File: src/rtl/id_stage_pipe_if.sv
// Fetch-side and EX-side handshake/bus bundle of the registered RV32I decode stage.
// Optional ID_ILLEGAL_TRAP_EN adds the registered illegal_o flag.
interface id_stage_pipe_if #(
   parameter int XLEN   = 32,
   parameter int REG_AW = 5,
   parameter int CSR_AW = 12
);
   logic              if_valid_i;
   logic              if_ready_o;
   logic [31:0]       inst_i;
   logic [XLEN-1:0]   inst_addr_i;
   logic              ex_valid_o;
   logic              ex_ready_i;
   logic [XLEN-1:0]   op1_o;
   logic [XLEN-1:0]   op2_o;
   logic [XLEN-1:0]   offset_o;
   logic [31:0]       inst_o;
   logic [XLEN-1:0]   inst_addr_o;
   logic              reg_wen_o;
   logic [REG_AW-1:0] reg_waddr_o;
   logic              csr_wen_o;
   logic [CSR_AW-1:0] csr_addr_o;
   logic              is_load_o;
`ifdef ID_ILLEGAL_TRAP_EN
   logic              illegal_o;
`endif

   // Decode stage view.
   modport slave (
      input  if_valid_i, inst_i, inst_addr_i, ex_ready_i,
      output if_ready_o, ex_valid_o, op1_o, op2_o, offset_o, inst_o, inst_addr_o,
             reg_wen_o, reg_waddr_o, csr_wen_o, csr_addr_o, is_load_o
`ifdef ID_ILLEGAL_TRAP_EN
      , illegal_o
`endif
   );

   // Fetch/EX environment view.
   modport master (
      output if_valid_i, inst_i, inst_addr_i, ex_ready_i,
      input  if_ready_o, ex_valid_o, op1_o, op2_o, offset_o, inst_o, inst_addr_o,
             reg_wen_o, reg_waddr_o, csr_wen_o, csr_addr_o, is_load_o
`ifdef ID_ILLEGAL_TRAP_EN
      , illegal_o
`endif
   );
endinterface

File: src/rtl/id_stage_pipe.sv
// Registered RV32I decode stage: valid/ready on both sides, ID/EX register, load-use stall, flush.
// Optional ID_ILLEGAL_TRAP_EN exports a registered illegal-instruction flag.
module id_stage_pipe #(
   parameter int XLEN   = 32,
   parameter int REG_AW = 5,
   parameter int CSR_AW = 12
) (
   input  logic              clk_i,
   input  logic              rst_i,
   input  logic              flush_i,
   id_stage_pipe_if.slave    bus,
   output logic [REG_AW-1:0] reg1_raddr_o,
   output logic [REG_AW-1:0] reg2_raddr_o,
   input  logic [XLEN-1:0]   reg1_rdata_i,
   input  logic [XLEN-1:0]   reg2_rdata_i
);
   typedef enum logic [6:0] {
      OP_LOAD   = 7'b0000011,
      OP_FENCE  = 7'b0001111,
      OP_IMM    = 7'b0010011,
      OP_AUIPC  = 7'b0010111,
      OP_STORE  = 7'b0100011,
      OP_R      = 7'b0110011,
      OP_LUI    = 7'b0110111,
      OP_BRANCH = 7'b1100011,
      OP_JALR   = 7'b1100111,
      OP_JAL    = 7'b1101111,
      OP_SYSTEM = 7'b1110011
   } opcode_e;

   typedef struct packed {
`ifdef ID_ILLEGAL_TRAP_EN
      logic              illegal;
`endif
      logic [XLEN-1:0]   op1;
      logic [XLEN-1:0]   op2;
      logic [XLEN-1:0]   offset;
      logic              reg_wen;
      logic [REG_AW-1:0] reg_waddr;
      logic              csr_wen;
      logic [CSR_AW-1:0] csr_addr;
      logic              is_load;
   } dec_t;

   logic [2:0]        w_f3;
   logic [6:0]        w_f7;
   logic [REG_AW-1:0] w_rs1, w_rs2, w_rd;
   logic [XLEN-1:0]   w_imm_i, w_imm_s, w_imm_b, w_imm_j, w_imm_u;
   logic              w_load_f3_ok, w_store_f3_ok;
   logic              w_rs1_use, w_rs2_use, w_illegal;
   logic              w_adv, w_hazard, w_xfer;
   dec_t              w_dec;

   logic              r_ex_valid;
   dec_t              r_dec;
   logic [31:0]       r_inst;
   logic [XLEN-1:0]   r_pc;

   assign w_f3    = bus.inst_i[14:12];
   assign w_f7    = bus.inst_i[31:25];
   assign w_rs1   = REG_AW'(bus.inst_i[19:15]);
   assign w_rs2   = REG_AW'(bus.inst_i[24:20]);
   assign w_rd    = REG_AW'(bus.inst_i[11:7]);
   assign w_imm_i = XLEN'($signed(bus.inst_i[31:20]));
   assign w_imm_s = XLEN'($signed({bus.inst_i[31:25], bus.inst_i[11:7]}));
   assign w_imm_b = XLEN'($signed({bus.inst_i[31], bus.inst_i[7], bus.inst_i[30:25],
                                   bus.inst_i[11:8], 1'b0}));
   assign w_imm_j = XLEN'($signed({bus.inst_i[31], bus.inst_i[19:12], bus.inst_i[20],
                                   bus.inst_i[30:21], 1'b0}));
   assign w_imm_u = XLEN'($signed({bus.inst_i[31:12], 12'b0}));

   // LD/LWU/SD only exist on the 64-bit datapath.
   assign w_load_f3_ok  = (w_f3 != 3'b111) &&
                          ((XLEN == 64) || (w_f3 != 3'b011 && w_f3 != 3'b110));
   assign w_store_f3_ok = !w_f3[2] && ((XLEN == 64) || (w_f3 != 3'b011));

   always_comb begin
      // NOTE: every combinational output is defaulted first so no decode path can infer a latch.
      w_dec     = '0;
      w_rs1_use = 1'b0;
      w_rs2_use = 1'b0;
      w_illegal = 1'b0;
      case (bus.inst_i[6:0])
         OP_R: begin
            w_dec.op1     = reg1_rdata_i;
            w_dec.op2     = reg2_rdata_i;
            w_dec.reg_wen = 1'b1;
            w_rs1_use     = 1'b1;
            w_rs2_use     = 1'b1;
            w_illegal     = (w_f7 != 7'h00) &&
                            !(w_f7 == 7'h20 && (w_f3 == 3'b000 || w_f3 == 3'b101));
         end
         OP_IMM, OP_LOAD: begin
            w_dec.op1     = reg1_rdata_i;
            w_dec.op2     = w_imm_i;
            w_dec.reg_wen = 1'b1;
            w_dec.is_load = (bus.inst_i[6:0] == OP_LOAD);
            w_rs1_use     = 1'b1;
            w_illegal     = (bus.inst_i[6:0] == OP_LOAD) && !w_load_f3_ok;
         end
         OP_STORE, OP_BRANCH: begin
            w_dec.op1    = reg1_rdata_i;
            w_dec.op2    = reg2_rdata_i;
            w_dec.offset = (bus.inst_i[6:0] == OP_STORE) ? w_imm_s : w_imm_b;
            w_rs1_use    = 1'b1;
            w_rs2_use    = 1'b1;
            w_illegal    = (bus.inst_i[6:0] == OP_STORE) ? !w_store_f3_ok
                                                         : (w_f3[2:1] == 2'b01);
         end
         OP_JAL: begin
            w_dec.op1     = bus.inst_addr_i;
            w_dec.op2     = XLEN'(4);
            w_dec.offset  = w_imm_j;
            w_dec.reg_wen = 1'b1;
         end
         OP_JALR: begin
            w_dec.op1     = reg1_rdata_i;
            w_dec.op2     = bus.inst_addr_i;
            w_dec.offset  = w_imm_i;
            w_dec.reg_wen = 1'b1;
            w_rs1_use     = 1'b1;
            w_illegal     = (w_f3 != 3'b000);
         end
         OP_LUI, OP_AUIPC: begin
            w_dec.op1     = w_imm_u;
            w_dec.op2     = (bus.inst_i[6:0] == OP_AUIPC) ? bus.inst_addr_i : '0;
            w_dec.reg_wen = 1'b1;
         end
         OP_FENCE: begin
         end
         OP_SYSTEM: begin
            if (w_f3[1:0] != 2'b00) begin
               // Set/clear with a zero source must not write the CSR.
               w_dec.op1      = w_f3[2] ? XLEN'(bus.inst_i[19:15]) : reg1_rdata_i;
               w_dec.reg_wen  = 1'b1;
               w_dec.csr_wen  = !(w_f3[1] && bus.inst_i[19:15] == 5'd0);
               w_dec.csr_addr = CSR_AW'(bus.inst_i[31:20]);
               w_rs1_use      = !w_f3[2];
            end else begin
               w_illegal = w_f3[2];
            end
         end
         default: w_illegal = 1'b1;
      endcase
      w_dec.reg_waddr = w_dec.reg_wen ? w_rd : '0;
      w_dec.reg_wen   = w_dec.reg_wen && (w_rd != '0);
      if (w_illegal) begin
         w_dec     = '0;
         w_rs1_use = 1'b0;
         w_rs2_use = 1'b0;
      end
`ifdef ID_ILLEGAL_TRAP_EN
      w_dec.illegal = w_illegal;
`endif
   end

   assign reg1_raddr_o = w_rs1_use ? w_rs1 : '0;
   assign reg2_raddr_o = w_rs2_use ? w_rs2 : '0;

   assign w_adv    = !r_ex_valid || bus.ex_ready_i;
   assign w_hazard = bus.if_valid_i && r_ex_valid && r_dec.is_load && (r_dec.reg_waddr != '0) &&
                     ((w_rs1_use && w_rs1 == r_dec.reg_waddr) ||
                      (w_rs2_use && w_rs2 == r_dec.reg_waddr));
   assign bus.if_ready_o = w_adv && !w_hazard && !flush_i;
   assign w_xfer         = bus.if_valid_i && bus.if_ready_o;

   // NOTE: pipeline state is written with non-blocking assignments so all registers update from pre-edge values.
   always_ff @(posedge clk_i) begin
      if (rst_i || flush_i) begin
         r_ex_valid <= 1'b0;
         r_dec      <= '0;
         r_inst     <= '0;
         r_pc       <= '0;
      end else if (w_adv) begin
         r_ex_valid <= w_xfer;
         r_dec      <= w_xfer ? w_dec          : '0;
         r_inst     <= w_xfer ? bus.inst_i      : '0;
         r_pc       <= w_xfer ? bus.inst_addr_i : '0;
      end
   end

   assign bus.ex_valid_o  = r_ex_valid;
   assign bus.op1_o       = r_dec.op1;
   assign bus.op2_o       = r_dec.op2;
   assign bus.offset_o    = r_dec.offset;
   assign bus.inst_o      = r_inst;
   assign bus.inst_addr_o = r_pc;
   assign bus.reg_wen_o   = r_dec.reg_wen;
   assign bus.reg_waddr_o = r_dec.reg_waddr;
   assign bus.csr_wen_o   = r_dec.csr_wen;
   assign bus.csr_addr_o  = r_dec.csr_addr;
   assign bus.is_load_o   = r_dec.is_load;
`ifdef ID_ILLEGAL_TRAP_EN
   assign bus.illegal_o   = r_dec.illegal;
`endif
endmodule

File: src/flat_wrapper.sv
// flat-port wrapper written by rule: the top's interface ports become plain ports
module id_stage_pipe_flat 
#(
   parameter int XLEN   = 32,
   parameter int REG_AW = 5,
   parameter int CSR_AW = 12
)
  (clk_i, rst_i, flush_i, reg1_raddr_o, reg2_raddr_o, reg1_rdata_i, reg2_rdata_i, bus_if_valid_i, bus_inst_i, bus_inst_addr_i, bus_ex_ready_i, bus_if_ready_o, bus_ex_valid_o, bus_op1_o, bus_op2_o, bus_offset_o, bus_inst_o, bus_inst_addr_o, bus_reg_wen_o, bus_reg_waddr_o, bus_csr_wen_o, bus_csr_addr_o, bus_is_load_o);
  id_stage_pipe_if #(.XLEN(XLEN), .REG_AW(REG_AW), .CSR_AW(CSR_AW)) bus_i ();
  input  logic clk_i;
  input  logic rst_i;
  input  logic flush_i;
  output logic [REG_AW-1:0] reg1_raddr_o;
  output logic [REG_AW-1:0] reg2_raddr_o;
  input  logic [XLEN-1:0] reg1_rdata_i;
  input  logic [XLEN-1:0] reg2_rdata_i;
  input wire logic [$bits(bus_i.if_valid_i)-1:0] bus_if_valid_i;
  input wire logic [$bits(bus_i.inst_i)-1:0] bus_inst_i;
  input wire logic [$bits(bus_i.inst_addr_i)-1:0] bus_inst_addr_i;
  input wire logic [$bits(bus_i.ex_ready_i)-1:0] bus_ex_ready_i;
  output wire logic [$bits(bus_i.if_ready_o)-1:0] bus_if_ready_o;
  output wire logic [$bits(bus_i.ex_valid_o)-1:0] bus_ex_valid_o;
  output wire logic [$bits(bus_i.op1_o)-1:0] bus_op1_o;
  output wire logic [$bits(bus_i.op2_o)-1:0] bus_op2_o;
  output wire logic [$bits(bus_i.offset_o)-1:0] bus_offset_o;
  output wire logic [$bits(bus_i.inst_o)-1:0] bus_inst_o;
  output wire logic [$bits(bus_i.inst_addr_o)-1:0] bus_inst_addr_o;
  output wire logic [$bits(bus_i.reg_wen_o)-1:0] bus_reg_wen_o;
  output wire logic [$bits(bus_i.reg_waddr_o)-1:0] bus_reg_waddr_o;
  output wire logic [$bits(bus_i.csr_wen_o)-1:0] bus_csr_wen_o;
  output wire logic [$bits(bus_i.csr_addr_o)-1:0] bus_csr_addr_o;
  output wire logic [$bits(bus_i.is_load_o)-1:0] bus_is_load_o;
  assign bus_i.if_valid_i = bus_if_valid_i;
  assign bus_i.inst_i = bus_inst_i;
  assign bus_i.inst_addr_i = bus_inst_addr_i;
  assign bus_i.ex_ready_i = bus_ex_ready_i;
  assign bus_if_ready_o = bus_i.if_ready_o;
  assign bus_ex_valid_o = bus_i.ex_valid_o;
  assign bus_op1_o = bus_i.op1_o;
  assign bus_op2_o = bus_i.op2_o;
  assign bus_offset_o = bus_i.offset_o;
  assign bus_inst_o = bus_i.inst_o;
  assign bus_inst_addr_o = bus_i.inst_addr_o;
  assign bus_reg_wen_o = bus_i.reg_wen_o;
  assign bus_reg_waddr_o = bus_i.reg_waddr_o;
  assign bus_csr_wen_o = bus_i.csr_wen_o;
  assign bus_csr_addr_o = bus_i.csr_addr_o;
  assign bus_is_load_o = bus_i.is_load_o;
  id_stage_pipe #(.XLEN(XLEN), .REG_AW(REG_AW), .CSR_AW(CSR_AW)) u_core (.clk_i(clk_i), .rst_i(rst_i), .flush_i(flush_i), .bus(bus_i), .reg1_raddr_o(reg1_raddr_o), .reg2_raddr_o(reg2_raddr_o), .reg1_rdata_i(reg1_rdata_i), .reg2_rdata_i(reg2_rdata_i));
endmodule
File: config.mk
export PLATFORM = sky130hd
export DESIGN_NAME = id_stage_pipe_flat
export DESIGN_NICKNAME = d
export VERILOG_FILES = /design/src/rtl/id_stage_pipe_if.sv /design/src/rtl/id_stage_pipe.sv /design/src/flat_wrapper.sv
export SDC_FILE = /design/constraint.sdc
export NUM_CORES = 1
export LEC_CHECK = 0
export ABC_AREA = 0
export CORE_ASPECT_RATIO = 1.1
export CORE_MARGIN = 4
export CORE_UTILIZATION = 45
export CTS_CLUSTER_SIZE = 10
export DETAILED_ROUTE_END_ITERATION = 6
export PLACE_DENSITY = 0.95
export SLEW_MARGIN = 20
export SYNTH_ARGS = -nofsm -noshare
export SYNTH_HDL_FRONTEND = slang
export SYNTH_SLANG_ARGS = --single-unit
export TNS_END_PERCENT = 100
File: constraint.sdc
create_clock -name clk_i -period 7.1 [get_ports clk_i]
set_clock_uncertainty 0.15 [all_clocks]
set_input_delay 1.065 -clock clk_i [delete_from_list [all_inputs] [get_ports clk_i]]
set_output_delay 1.065 -clock clk_i [all_outputs]
set_load 0.02 [all_outputs]
After elaboration in Yosys (flattened, before gate mapping) --
Cells that the tools add are included.
Storage, ports and cells: bits in registers 181, input port bits 133, output and inout bits 192, logic and storage cells 100
Operators by class: equal/unequal tests 19, muxes and demuxes 27, reductions and logical operators 43
Operators with widths (count):
- two-way mux 116 bit | 2
- two-way mux 32 bit | 5
- one-hot mux 32 bit (5 select lines) | 1
- one-hot mux 32 bit (4 select lines) | 1
- one-hot mux 32 bit (3 select lines) | 1
- equality test 7 x 6 -> 1 bit, second input constant | 4
- equality test 7 bit, second input constant | 4
- two-way mux 13 bit | 2
- logical AND 1 bit | 17
- two-way mux 5 bit | 3
- equality test 7 x 5 -> 1 bit, second input constant | 2
- two-way mux 12 bit | 1
- equality test 5 bit | 2
- nonzero test 5 bit | 2
- zero test 1 bit | 8
- two-way mux 1 bit | 8
- equality test 7 x 2 -> 1 bit, second input constant | 1
- equality test 7 x 4 -> 1 bit, second input constant | 1
- nonzero test 7 bit | 1
- OR reduction 7 bit | 1
- inequality test 3 bit, second input constant | 2
- one-hot mux 1 bit (6 select lines) | 1
- OR reduction 2 bit | 3
- OR reduction 6 bit | 1
- 11 further kinds | 15

Depth between registers and ports, before layout --
Gate-level depths: netlist (run 1).
depth in word-level cells 15, gate-level depth with buffers 10

Worst setup path before layout (run 1) --
No wires, ideal clock.
path kind input-to-output, from input port bus_inst_i[2], to output port bus_if_ready_o, arrival time 3.062 ns, data required time 5.885 ns, path slack 2.823 ns, cell stages on the path 9, cell sequence clkbuf_1 and4bb_2 nand4bb_1 clkbuf_1 o32ai_1 a21o_1 and2_0 buf_2 a211oi_1
Between the ends: word-level cells in the longest chain between the ends 10
RTL lines:
- start, declared | line flat_wrapper.sv:18 | input wire logic [$bits(bus_i.inst_i)-1:0] bus_inst_i;
- equality test 7 x 4 -> 1 bit, or another cell as far along | line id_stage_pipe.sv:83 | case (bus.inst_i[6:0])
- OR reduction 4 bit (no line), or another cell as far along
- one-hot mux 1 bit (6 select lines), or another cell as far along | line id_stage_pipe.sv:83
- two-way mux 1 bit | line id_stage_pipe.sv:147 | if (w_illegal) begin
- logical AND 1 bit, on equally long branches | line id_stage_pipe.sv:162, id_stage_pipe.sv:163
- logical OR 1 bit (*) | line id_stage_pipe.sv:162 | ((w_rs1_use && w_rs1 == r_dec.reg_waddr) ||
- logical AND 1 bit (*) | line id_stage_pipe.sv:161 | assign w_hazard = bus.if_valid_i && r_ex_valid && r_dec.is_load && (r_dec.reg_waddr != '0) &&
- zero test 1 bit (*) | line id_stage_pipe.sv:164 | assign bus.if_ready_o = w_adv && !w_hazard && !flush_i;
- logical AND 1 bit (*) (2 in series) | line id_stage_pipe.sv:164
- end, declared | line flat_wrapper.sv:21 | output wire logic [$bits(bus_i.if_ready_o)-1:0] bus_if_ready_o;
Mark *: on every way between the ends. The rest lies on a longest branch, timed or not.

Worst setup path after layout (run 1) --
from input port bus_inst_i[6], to output port bus_if_ready_o
Same word-level chain as after synthesis.

==> results.md, run 1 <==
- Avg Inst Size Synth: 9.34 um^2
- Syn_nets: 880
- Deepest clock path buffer count: 2
- Final wirelength: 30900 um
- Worst-margin pin slew: 1.15 ns
- First-pass GRT wire length: 46300 um
- Worst vdd ir: 0.000156 V
- Grt ovf: 0
- I/O pin total: 325
- Clock Root Buffer: clkbuf_16
- Worst-skew pair later-pin latency: 0.44 ns
- MaxCap Viol Count: 0
- Outcome: finished with violations
- Final HPWL DP: 21000 um
- Routability Congestion: 0.910
- Area of the multi-input gates: 3200 um^2
- Cell Count, Final, Fillers Out: 1231
- DP Cell Count: 1199
- Final setup vio count: 0
- Setup CP Type: input pin to output pin
- Sequential share of the synthesized area: 0.488
- RSZ-0062 raised after global routing: false
- Worst Hold Class: flop to flop
- # diodes: 0
- Clock Sinks: 170
- Vias in the first global route: 7794
- Area leader, netlist: dfxtp_1
- DR vias: 7742
- Cts hold-fix bufs: 0
- Fin nets: 1155
- Reg2reg path depth: 6
- I/O Buffers: 324
- Routed wire per std cell: 25.1 um
- Post-synth EDFFs: 0
- Most common library cells after synthesis: dfxtp_1 (170), nand2_1 (138), o31ai_1 (61)
- Seq. cell area: 3400 um^2
- DIE HEIGHT: 139 um
- Vias/cell: 6.29
- Synth unique cells: 53
- DRC: 10
- Die footprint: 17600 um^2
- Dominant cell by count in the synthesized netlist: dfxtp_1
- Antenna-violating nets left: 0
- Data arrival, critical path: 4.57 ns
- Mapped Cells: 747
- Top cell type's share of synthesized area: 0.488
- Largest net degree at the start of global routing: 96
- TritonCTS Buffers: 17
- Area growth syn-to-layout: 54.7%
- # fillers: 1073
- Total GRT Usage: 0.338
- Main synth FF type: dfxtp_1
- Fin crit share: 0.815
- Clock transition at path regs: 0.07 ns
- FF+latch count, synth: 170
- Cell Area, Synth: 6980 um^2
- Top post-synthesis cells by area: dfxtp_1 (49%), nand2_1 (7.4%), o31ai_1 (6.6%)
- WP data required: 5.88 ns
- Leak: 3.68 nW
- Final Hold Viols: 0
- Post-CTS setup buffers: 0
- CTS H-tree depth: 4
- Async set-reset flop share out of synthesis: 0
- Fmax achieved: 0.173 GHz
- Hold-critical path depth: 2
- Synth warn: 0
- Die width: 127 um
- Pwr dens: 195 nW/um^2
- Max-slew violations: 0
- Layout cells sized above 1: 0.0657
- CTS tree: built
- CTS resizes: 0
- FP Rows: 47
- Area of the core: 15100 um^2
- Drt first pass iters: 7
- Startpoint Class: input pin
- Starting density of the core: 0.462
- Worst setup EP type: output pin
- Setup slack after layout: 1.31 ns
- Failing checks: design-rule violations
- Final worst path period need: 5.79 ns
- CP max FO: 23
- Slew HR: 0.230
- Initial antenna violation count: 1
- Setup_tns: 0 ns
- Initial DRC count: 1143
- Pre-CTS setup slack: 1.39 ns
-- layout by cell type, fill, tap and decap left out, types with 4 or more instances in the layout --
cell               n
nand2_1          138
buf_4             17
nand3_1           13
o31ai_1           61
nor2_1            12
o31ai_2            5
dfxtp_1          170
a22o_1            52
a222oi_1          35
xnor2_1            8
a21oi_1           12
nand2b_1           4
o21ai_0           49
a22oi_1           12
clkbuf_16         17
clkdlybuf4s50_1  324
a221oi_1          21
clkinv_2           4
and3_1            11
nor3_1             4
-- final timing paths --
| path | from | endpoint | slack (ns) |
|---|---|---|---|
| setup / recovery | bus_inst_i[6] | bus_if_ready_o | 1.31 |
| setup reg to reg | u_core.bus.reg_waddr_o[0] | u_core.bus.op2_o[16] | 4.28 |
| hold reg to reg | u_core.bus.csr_wen_o | u_core.bus.csr_wen_o | 0.30 |
| hold / removal | u_core.bus.csr_wen_o | u_core.bus.csr_wen_o | 0.30 |
-- kinds of logic (layout without fill, tap and decap cells) --
kind of cell,count (synthesis),in the layout,synth area share
buf+inv,87,375,0.0626
simple gates,208,208,0.135
compound gates,269,269,0.298
flops,170,170,0.488
xor+xnor,11,11,0.0138
mux,2,2,0.00323
-- state kept, by name (all words and copies together), names as in the netlist --
| register | count |
|---|---|
| u_core.bus.csr_addr_o | 12 |
| u_core.bus.op2_o | 32 |
| u_core.bus.inst_o | 32 |
| u_core.bus.csr_wen_o | 1 |
| u_core.bus.ex_valid_o | 1 |
| u_core.bus.reg_wen_o | 1 |
| u_core.bus.op1_o | 32 |
| u_core.bus.offset_o | 21 |
| u_core.bus.is_load_o | 1 |
| u_core.bus.reg_waddr_o | 5 |
| u_core.bus.inst_addr_o | 32 |
-- layer usage --
metal / up-vias / GRT usage / share of wire
met5: - / 0 / 0.00042
met4: 2 / 0.174 / 0.056
met3: 130 / 0.107 / 0.12
met2: 607 / 0.545 / 0.47
met1: 3628 / 0.402 / 0.36
li1: 3375 / - / -
-- power by group --
group / leakage [nW] / switching (mW) / internal [mW]
clock: 0.280 / 0.413 / 0.504
combinational: 2.02 / 0.110 / 0.106
sequential: 1.37 / 0.00642 / 0.964
-- layout make-up --
cell class                      instances  share of cell area
Sequential cell                       170               0.315
Timing Repair Buffer                  341               0.312
Multi-Input combinational cell        490               0.296
Clock buffer                           19              0.0419
Tap cell                              196              0.0227
Clock inverter                         13              0.0109
Inverter                                2            0.000695
-- worst max-delay path: stages --
cell	delay (ns)
clkdlybuf4s50_1	0.79
or3b_1	0.52
a211o_1	0.30
a221o_1	0.36
nor4_4	0.21
buf_4	0.26
and2_0	0.16
buf_4	0.24
a211oi_1	0.11
clkdlybuf4s50_1	0.55
-- stage by stage --
step                      hold slack, ns  area, um^2  power (mW)   util
after detailed placement           0.288       10200        1.20  0.677
final                              0.303       10800        2.10  0.714
after CTS                          0.304       10800        2.10  0.714
after floorplan                    0.373        6980        1.06      -
after global placement             0.282       10200        1.20  0.677
after global routing               0.330       10800        2.15  0.714
Note: power is estimated with default switching activity, not from simulation.
==> run 2, diff against run 1 <==
--- a/config.mk
+++ b/config.mk
@@ -8,10 +8,10 @@
 export ABC_AREA = 0
 export CORE_ASPECT_RATIO = 1.1
 export CORE_MARGIN = 4
-export CORE_UTILIZATION = 45
+export CORE_UTILIZATION = 41
 export CTS_CLUSTER_SIZE = 10
 export DETAILED_ROUTE_END_ITERATION = 6
-export PLACE_DENSITY = 0.95
+export PLACE_DENSITY = 0.92
 export SLEW_MARGIN = 20
 export SYNTH_ARGS = -nofsm -noshare
 export SYNTH_HDL_FRONTEND = slang
==> constraint.sdc (replaced) <==
create_clock -name clk_i -period 5.8 [get_ports clk_i]
set_clock_uncertainty 0.15 [all_clocks]
set_input_delay 0.87 -clock clk_i [delete_from_list [all_inputs] [get_ports clk_i]]
set_output_delay 0.87 -clock clk_i [all_outputs]
set_load 0.02 [all_outputs]
==> results.md, run 2 (synthesis results as in run 1) <==
- Outcome: finished with violations
- Failing checks: design-rule violations
- Slowest CP cell: clkdlybuf4s50_1
- Final Hold Viols: 0 (unchanged)
- Pre-CTS setup slack: 0.784 ns (-0.609 ns)
- Area of the core: 16600 um^2 (+9.5%)
- Net Sw Frac: 0.253 (+0.00140)
- Vias/cell: 6.20 (-1.5%)
- DR vias: 7734 (-0.10%)
- Antenna-violating nets left: 0 (unchanged)
- TritonCTS Buffers: 17 (unchanged)
- # fillers: 1288 (+20%)
- Slew HR: 0.338 (+0.108)
- Pint: 1.91 mW (+22%)
- RSZ-0062 raised after global routing: false
- CP max FO: 15 (-35%)
- I/O pin total: 325 (unchanged)
- DIE HEIGHT: 145 um (+4.5%)
- Final wirelength: 31100 um (+0.44%)
- Worst Hold Class: flop to flop
- Post-Layout Inst Area: 10900 um^2 (+0.82%)
- CTS tree: built
- FP Rows: 49 (+4.3%)
- Setup slack after layout: 0.738 ns (-0.575 ns)
- Crit-path most repeated cell: clkdlybuf4s50_1
- Worst setup EP type: output pin
- Layout cells sized above 1: 0.0719 (+0.00621)
- Deepest clock path buffer count: 2 (unchanged)
- Data arrival, critical path: 4.04 ns (-0.53 ns)
- Grt ovf: 0 (unchanged)
- Worst-skew pair later-pin latency: 0.43 ns (about the same)
- Setup CP Type: input pin to output pin
- Final worst path period need: 5.06 ns
- WP data required: 4.78 ns (-1.10 ns)
- Most common cell after layout, fill and taps aside: clkdlybuf4s50_1
- CTS resizes: 0 (unchanged)
- Worst path cell trace: clkdlybuf4s50_1 > or3b_1 > a211o_1 > a221o_1 > nor4_4 > buf_4 > and3_1 > clkdlybuf4s50_1
- Post-CTS setup buffers: 0 (unchanged)
- Dpl cell area: 10300 um^2 (+0.86%)
- Cts hold-fix bufs: 0 (unchanged)
- Starting density of the core: 0.422 (-0.0402)
- Gate power share: 0.105 (+0.003)
- Reg power frac: 0.463 (+0.002)
- DRC: 3 (-7)
- Final setup vio count: 0 (unchanged)
- Fin crit share: 0.873
- MaxCap Viol Count: 0 (unchanged)
- Routability Congestion: 0.877 (-3.7%)
- Worst-margin pin slew: 0.993 ns (-0.155 ns)
- Crit path largest cell delay: 0.67 ns (-0.12 ns)
- Drt first pass iters: 7 (unchanged)
- Net Sw Power: 0.649 mW (+23%)
- Die width: 132 um (+4.5%)
- Startpoint Class: input pin
- Clock transition at path regs: 0.07 ns (about the same)
- First-pass GRT wire length: 45900 um (-0.88%)
- Worst vdd ir: 0.000196 V (+26%)
- Leak: 3.72 nW (+1.2%)
- Die footprint: 19200 um^2 (+9.2%)
- Area growth syn-to-layout: 56.0%
- Clock power frac: 0.432 (-0.004)
- Initial DRC count: 1117 (-2.3%)
- CTS H-tree depth: 4 (unchanged)
- Setup_tns: 0 ns (unchanged)
- Pwr dens: 236 nW/um^2 (+21%)
- Max-slew violations: 0 (unchanged)
- Clock Sinks: 170 (unchanged)
- Final HPWL DP: 21600 um (+2.8%)
- Clock Root Buffer: clkbuf_16
- Initial antenna violation count: 2 (+1)
- Most frequent cells in the layout: clkdlybuf4s50_1 (324), dfxtp_1 (170), nand2_1 (138)
- Vias in the first global route: 7771 (-0.30%)
- Fmax achieved: 0.198 GHz
- I/O Buffers: 324 (unchanged)
- Fin nets: 1163 (+0.69%)
- Routed wire per std cell: 24.9 um (-0.93%)
- Largest net degree at the start of global routing: 144 (+50%)
- Total GRT Usage: 0.311 (-0.0267)
[run 2: power groups by stage]
stage	Sequential (mW)	Clock [mW]	Combinational [mW]
finish	1.19	1.11	0.269
global route	1.19	1.17	0.279
CTS	1.19	1.12	0.265
detailed placement	1.21	0	0.263
global placement	1.21	0	0.261
floorplan	1.23	0	0.0689
[run 2: worst max-delay path: cells and delay by family]
| family | cells | cell delay, ns |
|---|---|---|
| AO/OA/AOI/OAI | 2 | 0.68 |
| AND/OR/NAND/NOR | 3 | 0.91 |
| buffers and inverters | 3 | 1.57 |
[run 2: path summary, 6_finish.rpt]
check	startpoint	to	slack, ns	cells after the start
worst min-delay path	u_core.bus.op2_o[3]	u_core.bus.op2_o[3]	0.30	2
worst max register to register	u_core.bus.reg_waddr_o[0]	u_core.bus.inst_addr_o[7]	2.87	7
worst min register to register	u_core.bus.op2_o[3]	u_core.bus.op2_o[3]	0.30	2
worst max-delay path	bus_inst_i[5]	reg1_raddr_o[0]	0.74	8
[run 2: cell type report]
| type | count | area, um^2 | area share |
|---|---|---|---|
| diodes | 1 | 2.50 | 0.000230 |
| clock buffers | 18 | 429 | 0.0394 |
| clock inverters | 14 | 135 | 0.0124 |
| inverters | 2 | 7.51 | 0.000690 |
| multi-input cells | 490 | 3210 | 0.295 |
| flip-flops and latches | 170 | 3400 | 0.313 |
| well taps | 204 | 255 | 0.0234 |
| repair buffers | 349 | 3440 | 0.316 |
[run 2: metal layers]
| metal | share of wire | track usage |
|---|---|---|
| met5 | 0.00064 | 0 |
| met4 | 0.053 | 0.169 |
| met3 | 0.11 | 0.112 |
| met2 | 0.47 | 0.520 |
| met1 | 0.36 | 0.350 |
[run 2: metrics by stage]
| stage | util | total power, mW | std cells | hold slack, ns |
|---|---|---|---|---|
| after CTS | 0.657 | 2.57 | 1247 | 0.304 |
| after global placement | 0.623 | 1.47 | 1215 | 0.283 |
| after detailed placement | 0.623 | 1.48 | 1215 | 0.288 |
| after global routing | 0.658 | 2.63 | 1248 | 0.319 |
| final | 0.658 | 2.56 | 1248 | 0.301 |
| after floorplan | - | 1.30 | 747 | 0.373 |
